==> src/rtl/uart_rx.sv <==
// 8N1 UART receiver with 16x oversampling, mid-bit sampling and start-glitch rejection.
// Emits a one-clk rx_done per good frame and a one-clk frame_err when the stop bit is low.
module uart_rx #(
    parameter int CLK_HZ = 100_000_000,
    parameter int BAUD   = 9600,
    localparam int DIV   = CLK_HZ / (BAUD * 16),
    localparam int TW    = (DIV > 1) ? $clog2(DIV) : 1
) (
    input  logic       clk,
    input  logic       rst,
    input  logic       rx,
    output logic [7:0] rx_data,
    output logic       rx_done,
    output logic       frame_err,
    output logic       rx_busy
);

    typedef enum logic [1:0] {IDLE, START, DATA, STOP} state_t;

    state_t          state_q, state_d;
    logic            rx_meta_q, rx_meta_d;
    logic            rx_s_q, rx_s_d;
    logic [TW-1:0]   tick_cnt_q, tick_cnt_d;
    logic            tick;
    logic [3:0]      s_cnt_q, s_cnt_d;
    logic [2:0]      b_cnt_q, b_cnt_d;
    logic [7:0]      shift_q, shift_d;
    logic [7:0]      rx_data_q, rx_data_d;
    logic            rx_done_q, rx_done_d;
    logic            frame_err_q, frame_err_d;

    // Synchronizer and free-running oversample tick generator
    always_comb begin
        rx_meta_d  = rx;
        rx_s_d     = rx_meta_q;
        tick       = (tick_cnt_q == TW'(DIV - 1));
        tick_cnt_d = tick ? '0 : tick_cnt_q + TW'(1);
    end

    always_ff @(posedge clk or posedge rst) begin
        if (rst) begin
            state_q <= IDLE;
        end else begin
            state_q <= state_d;
        end
    end

    // Next-state and datapath counters; everything advances only on tick
    always_comb begin
        state_d = state_q;
        s_cnt_d = s_cnt_q;
        b_cnt_d = b_cnt_q;
        shift_d = shift_q;
        if (tick) begin
            case (state_q)
                IDLE: begin
                    if (!rx_s_q) begin
                        state_d = START;
                        s_cnt_d = 4'd0;
                    end
                end
                START: begin
                    if (s_cnt_q == 4'd7) begin
                        s_cnt_d = 4'd0;
                        b_cnt_d = 3'd0;
                        state_d = rx_s_q ? IDLE : DATA;
                    end else begin
                        s_cnt_d = s_cnt_q + 4'd1;
                    end
                end
                DATA: begin
                    if (s_cnt_q == 4'd15) begin
                        shift_d = {rx_s_q, shift_q[7:1]};
                        s_cnt_d = 4'd0;
                        if (b_cnt_q == 3'd7) begin
                            state_d = STOP;
                        end else begin
                            b_cnt_d = b_cnt_q + 3'd1;
                        end
                    end else begin
                        s_cnt_d = s_cnt_q + 4'd1;
                    end
                end
                STOP: begin
                    if (s_cnt_q == 4'd15) begin
                        s_cnt_d = 4'd0;
                        state_d = IDLE;
                    end else begin
                        s_cnt_d = s_cnt_q + 4'd1;
                    end
                end
                default: state_d = IDLE;
            endcase
        end
    end

    // Outputs: pulses are decided on the stop-bit sample tick only
    always_comb begin
        rx_done_d   = 1'b0;
        frame_err_d = 1'b0;
        rx_data_d   = rx_data_q;
        if (tick && state_q == STOP && s_cnt_q == 4'd15) begin
            if (rx_s_q) begin
                rx_done_d = 1'b1;
                rx_data_d = shift_q;
            end else begin
                frame_err_d = 1'b1;
            end
        end
    end

    always_ff @(posedge clk or posedge rst) begin
        if (rst) begin
            rx_meta_q   <= 1'b1;
            rx_s_q      <= 1'b1;
            tick_cnt_q  <= '0;
            s_cnt_q     <= 4'd0;
            b_cnt_q     <= 3'd0;
            shift_q     <= 8'h00;
            rx_data_q   <= 8'h00;
            rx_done_q   <= 1'b0;
            frame_err_q <= 1'b0;
        end else begin
            rx_meta_q   <= rx_meta_d;
            rx_s_q      <= rx_s_d;
            tick_cnt_q  <= tick_cnt_d;
            s_cnt_q     <= s_cnt_d;
            b_cnt_q     <= b_cnt_d;
            shift_q     <= shift_d;
            rx_data_q   <= rx_data_d;
            rx_done_q   <= rx_done_d;
            frame_err_q <= frame_err_d;
        end
    end

    assign rx_data   = rx_data_q;
    assign rx_done   = rx_done_q;
    assign frame_err = frame_err_q;
    assign rx_busy   = (state_q != IDLE);

endmodule

==> config.mk <==
export PLATFORM = sky130hd
export DESIGN_NAME = uart_rx
export DESIGN_NICKNAME = d
export VERILOG_FILES = /design/src/rtl/uart_rx.sv
export SDC_FILE = /design/constraint.sdc
export NUM_CORES = 1
export LEC_CHECK = 0
export CAP_MARGIN = 20
export CELL_PAD_IN_SITES_DETAIL_PLACEMENT = 0
export CELL_PAD_IN_SITES_GLOBAL_PLACEMENT = 1
export CORE_MARGIN = 2
export CORE_UTILIZATION = 40
export CTS_BUF_LIST = sky130_fd_sc_hd__clkbuf_2 sky130_fd_sc_hd__clkbuf_4 sky130_fd_sc_hd__clkbuf_8
export CTS_CLUSTER_SIZE = 25
export DETAILED_ROUTE_END_ITERATION = 6
export PLACE_DENSITY = 0.78
export SETUP_SLACK_MARGIN = 0.15
export SYNTH_ARGS = -nofsm -noshare
export SYNTH_HDL_FRONTEND = slang
export SYNTH_SLANG_ARGS = --single-unit
==> constraint.sdc <==
create_clock -name clk -period 1.9 [get_ports clk]
set_input_delay 0.19 -clock clk [delete_from_list [all_inputs] [get_ports clk]]
set_output_delay 0.19 -clock clk [all_outputs]
set_load 0.005 [all_outputs]
==> Word level (Yosys, flattened, before mapping) <==
Cells that the tools add are included.
{ "op_classes": {"eq_ne": 13, "muxes": 20, "reduce_logical": 11, "addsub": 3} }
{ "op_table": {"columns": ["operator", "count"], "rows": [
  ["2-bit 2-to-1 mux", 6],
  ["4-bit 2-to-1 mux", 3],
  ["2-bit inequality test (second input constant)", 6],
  ["4-bit one-hot mux with 3 select lines", 1],
  ["10-bit by 1-bit adder with 10-bit output (second input constant)", 1],
  ["10-bit == test (second input constant)", 1],
  ["10-bit 2-to-1 mux", 1],
  ["3-bit 2-to-1 mux", 3],
  ["2-bit one-hot mux with 4 select lines", 1],
  ["3-bit one-hot mux with 2 select lines", 1],
  ["6-bit AND reduction", 1],
  ["5-bit AND reduction", 1],
  ["4-bit by 1-bit adder with 4-bit output (second input constant)", 1],
  ["2-bit == test (second input constant)", 2],
  ["4-bit by 3-bit == test with 1-bit output (second input constant)", 1],
  ["4-bit == test (second input constant)", 1],
  ["1-bit 2-to-1 mux", 4],
  ["2-bit AND reduction", 2],
  ["2-bit nonzero test", 2],
  ["3-bit by 1-bit adder with 3-bit output (second input constant)", 1],
  ["3-bit == test (second input constant)", 1],
  ["3-bit AND reduction", 1],
  ["2-bit by 1-bit == test with 1-bit output (second input constant)", 1],
  ["1-bit logical AND", 2],
  ["other kinds (2)", 2]
]} }
{ "word_totals": {"wordCells": 57, "ff_bits": 39} }

==> Longest topological paths before layout <==
{ "logic_depth": {"depth_word": 4, "depth_mapped": 7, "ltp_nobuf": 6} }

==> Worst setup path before layout <==
No wires, ideal clock.
{ "synth_path": {"path_kind": "register -> register", "from": "reg s_cnt_q[0]", "to": "reg rx_data_q[0], in the netlist rx_data[0]", "synth_period_minus_slack_ps": 1701, "stages_incl_launch_ff": 6, "n_path_buf": 0, "t_required_ps": 1775, "setup_time_ps": 125, "setup_slack_ps": 199, "arrival_time_ps": 1577, "cell_sequence": "dfrtp_1 -> ha_1 -> and3_2 -> nand4_1 -> nor2_4 -> mux2_2"} }
{ "synth_via": {"elab_chain_cells": 3} }
{ "synth_lines": {"columns": ["item", "line", "text"], "rows": [
  ["from (decl)", "25", "logic [3:0] s_cnt_q, s_cnt_d;"],
  ["from (signal assigned)", "127", "s_cnt_q <= s_cnt_d;"],
  ["4-bit == test", "102", "if (tick && state_q == STOP && s_cnt_q == 4'd15) begin"],
  ["1-bit logical AND", "102", null],
  ["2-bit AND reduction (no source line)", null, null],
  ["to (signal assigned)", "130", "rx_data_q <= rx_data_d;"],
  ["to (decl)", "28", "logic [7:0] rx_data_q, rx_data_d;"]
]} }
Every way passes these cells.
A chain may end at the register's enable or synchronous reset.

==> Worst setup path in the final report <==
{ "layout_path": {"from": "reg tick_cnt_q[2]", "to": "reg rx_data_q[6], in the netlist rx_data[6]"} }
{ "layout_via": {"elab_chain_cells": 4} }
{ "layout_lines": {"columns": ["item", "line", "text"], "rows": [
  ["from (decl)", "23", "logic [TW-1:0] tick_cnt_q, tick_cnt_d;"],
  ["from (signal assigned)", "126", "tick_cnt_q <= tick_cnt_d;"],
  ["10-bit == test", "36", "tick = (tick_cnt_q == TW'(DIV - 1));"],
  ["1-bit logical AND (2 in series)", "102", null],
  ["2-bit AND reduction (no source line)", null, null]
]} }
Every way passes these cells.

==> flow_metrics.tcl <==
set metrics [dict create \
    die-area_mm2 0.00504 \
    busiest_layer "met2" \
    grt_pass1_vias 1247 \
    hold_viol 0 \
    root_buffer "clkbuf_8" \
    powerDensity_mw_per_mm2 649 \
    netlist_area_mm2 0.00179 \
    ys_warn_count 0 \
    outcome "finished clean" \
    fp.dieH_um 71.0 \
    reg2reg_slack_ps 210 \
    antenna_found_initial 0 \
    crit_family "simple AND/OR/NAND/NOR gates" \
    avgSynthCellArea_um2 12.7 \
    syn_nets 149 \
    endpoint_kind "flop" \
    rr_startpoint "tick_cnt_q[2]" \
    period_needed_ps 1690 \
    place.gp.congestion 0.753 \
    crit_arrival_ps 1860 \
    critPathMaxStageDelay_ps 440 \
    final_nets 189 \
    hold_class "input pin to flop" \
    antenna_cells 0 \
    finalCritPeriodShare 0.890 \
    fin_tns_setup_ps 0 \
    worstMarginPinSlew_ps 488 \
    wl_per_cell_um 14.9 \
    wirelength_mm 3.49 \
    relSlewSlack 0.675 \
    cp.depth 5 \
    ff2ff_path_depth 5 \
    r2r_end "rx_data[6]" \
    cts_hold_repair.buffers 0 \
    crit_end "rx_data[6]" \
    first_pass_iters 4 \
    grt_pass1_wl_mm 5.73 \
    initial_core_util 0.415 \
    htreeDepth 2 \
    use_met2 0.229 \
    critPathMaxFanout 8 \
    cts_buffer_depth 2 \
    grt_max_degree 40 \
    antenna_left 0 \
    row_count 24 \
    startpoint_type "flop" \
    grt_setup_unrepaired "yes" \
    cts-buffers-inserted 5 \
    cp.required_ps 2070 \
    p_leak_nw 1.14 \
    viasPerCell 5.17 \
    crit_start "tick_cnt_q[2]" \
    vias 1209 \
    cts_tree "done" \
    placed_cell_area_mm2 0.00199 \
    ir_drop_mv 0.392 \
    fin_area_mm2 0.00236 \
    critical_path_class "flop to flop" \
    dp_hpwl_mm 2.16 \
    dr.first_iter.drc_count 70 \
    ios 14 \
    critPathBufInv 1 \
    port_buffers 13 \
    setup_viol 0 \
    clk-insertion-delay-late_ps 280 \
    drv_cap 0 \
    syn_inst 141 \
    slowest_stage "dfrtp_2" \
    use_met3 0.0342 \
    synth_cell_type_count 40 \
    path_clk_slew_ps 70 \
    met1_usage 0.188 \
    clock_skew_ps 6.20 \
    syn_to_final_growth_pct 31.4 \
    maxSlewViolCount 0 \
    core_mm2 0.00432 \
    fmax_mhz 592 \
    ys_seq_elements 39 \
    drive_gt1_frac 0.385 \
    crit_chain "nor4b_4 -> nand4_1 -> nor2_4 -> buf_12 -> mux2_4" \
    final_util 0.545 \
    cts.sinks 39 \
    globalRouteOverflowTotal 0 \
    yosysSeqAreaShare 0.545 \
    drc_errors 0 \
    die_w_um 71.0 \
    grtUsageTotal 0.141 \
]
[layout by cell type (no fill, tap or decap), types with 3 or more instances in the layout]
| master | netlist | final |
|---|---|---|
| mux2_4 | 0 | 8 |
| xnor2_1 | 6 | 6 |
| o21ai_1 | 0 | 3 |
| o31ai_1 | 5 | 4 |
| buf_4 | 1 | 23 |
| nor2_1 | 8 | 8 |
| dfrtp_2 | 0 | 4 |
| nand2_1 | 8 | 8 |
| nand4_1 | 4 | 4 |
| nand3_1 | 6 | 6 |
| ha_1 | 5 | 3 |
| clkbuf_8 | 1 | 5 |
| mux2_2 | 16 | 8 |
| dfrtp_1 | 37 | 33 |
| clkdlybuf4s50_1 | 0 | 13 |
| inv_1 | 4 | 4 |
[worst min path at each step]
stage / slack, ps / cells after the start / start / to
floorplan: 190 / 0 / rx / rx_meta_q
global placement: 350 / 0 / rx_meta_q / rx_s_q
detailed placement: 350 / 0 / rx_meta_q / rx_s_q
CTS: 310 / 1 / rx / rx_meta_q
global route: 320 / 1 / rx / rx_meta_q
finish: 310 / 1 / rx / rx_meta_q
[worst reg2reg max path: cells and delay by family (launching register included)]
family | cells | cell delay (ps)
flip-flops | 1 | 440
multiplexers | 1 | 300
buffers and inverters | 1 | 140
AND/OR/NAND/NOR | 3 | 700
[where the power goes]
part | switching [mW] | internal [mW]
sequential | 0.00222 | 0.833
clock | 0.282 | 0.391
combinational | 0.0170 | 0.00580
total | 0.301 | 1.23
[cell families after synthesis]
| kind of cell | Yosys count | synth area share |
|---|---|---|
| and+or+nand+nor | 46 | 0.172 |
| DFF | 39 | 0.545 |
| muxes | 17 | 0.106 |
| AOI/OAI and AO/OA | 16 | 0.0649 |
| buffers and inverters | 10 | 0.0383 |
| xor gates and xnor gates | 8 | 0.0391 |
| adders and majority gates | 5 | 0.0349 |
[flip-flops by register name, summed over array words and instances (netlist names), 3 cells and up, named ones only]
signal      cells
b_cnt_q         3
rx_data         8
s_cnt_q         4
shift_q         8
tick_cnt_q     10
[metrics by stage]
| stage | hold WS (ps) | power, mW | setup WS (ps) | cells |
|---|---|---|---|---|
| floorplan | 194 | 0.865 | 199 | 141 |
| global placement | 348 | 0.875 | 130 | 207 |
| detailed placement | 350 | 0.876 | 113 | 207 |
| CTS | 305 | 1.55 | 156 | 217 |
| global route | 317 | 1.59 | 125 | 234 |
| finish | 314 | 1.53 | 210 | 234 |
[area by class of cell]
type	count	area, um^2
Multi-Input combinational cell	93	847
Fill cell	368	1970
Sequential cell	39	983
Tap cell	52	65.1
Clock buffer	5	68.8
Inverter	4	15.0
Timing Repair Buffer	38	334
Clock inverter	3	43.8
[cell usage after synthesis (all sizes together)]
master	number	area (um^2)
nand3	6	30.0
xor2	2	17.5
clkbuf	2	18.8
mux2	16	180
xnor2	6	52.6
o211ai	1	7.51
ha	5	62.6
inv	4	15.0
nand3b	1	7.51
nor4bb	1	10.0
and2	3	20.0
nand2	8	30.0
a211o	1	8.76
nand4	4	25.0
o21ai	4	20.0
and3	1	7.51
nor4b	4	47.6
buf	4	35.0
dfrtp	37	926
a21o	1	7.51
o22a	1	8.76
and4	1	10.0
mux2i	1	10.0
o31ai	5	37.5
a32o	2	20.0
nor3	2	10.0
and3b	1	8.76
nor3b	3	27.5
dfstp	2	52.6
nand4b	2	32.5
a31oi	1	6.26
nor2	9	41.3
[repair_timing]
item / 4_1_cts / 5_1_grt
endpoints found under the hold margin: 0 / 0
gates cloned: 0 / 1
gates resized for setup: 4 / 22
buffers inserted: 2 / 16
setup endpoints to repair: 18 / 24
pin swaps: 2 / 9
[routing by layer]
| layer | vias to the layer above | part of all wire |
|---|---|---|
| met3 | 4 | 0.025 |
| li1 | 592 | - |
| met2 | 13 | 0.48 |
| met1 | 600 | 0.48 |
| met4 | 0 | 0.0072 |
| met5 | - | 0 |
Power figures use the tool's default switching activity.
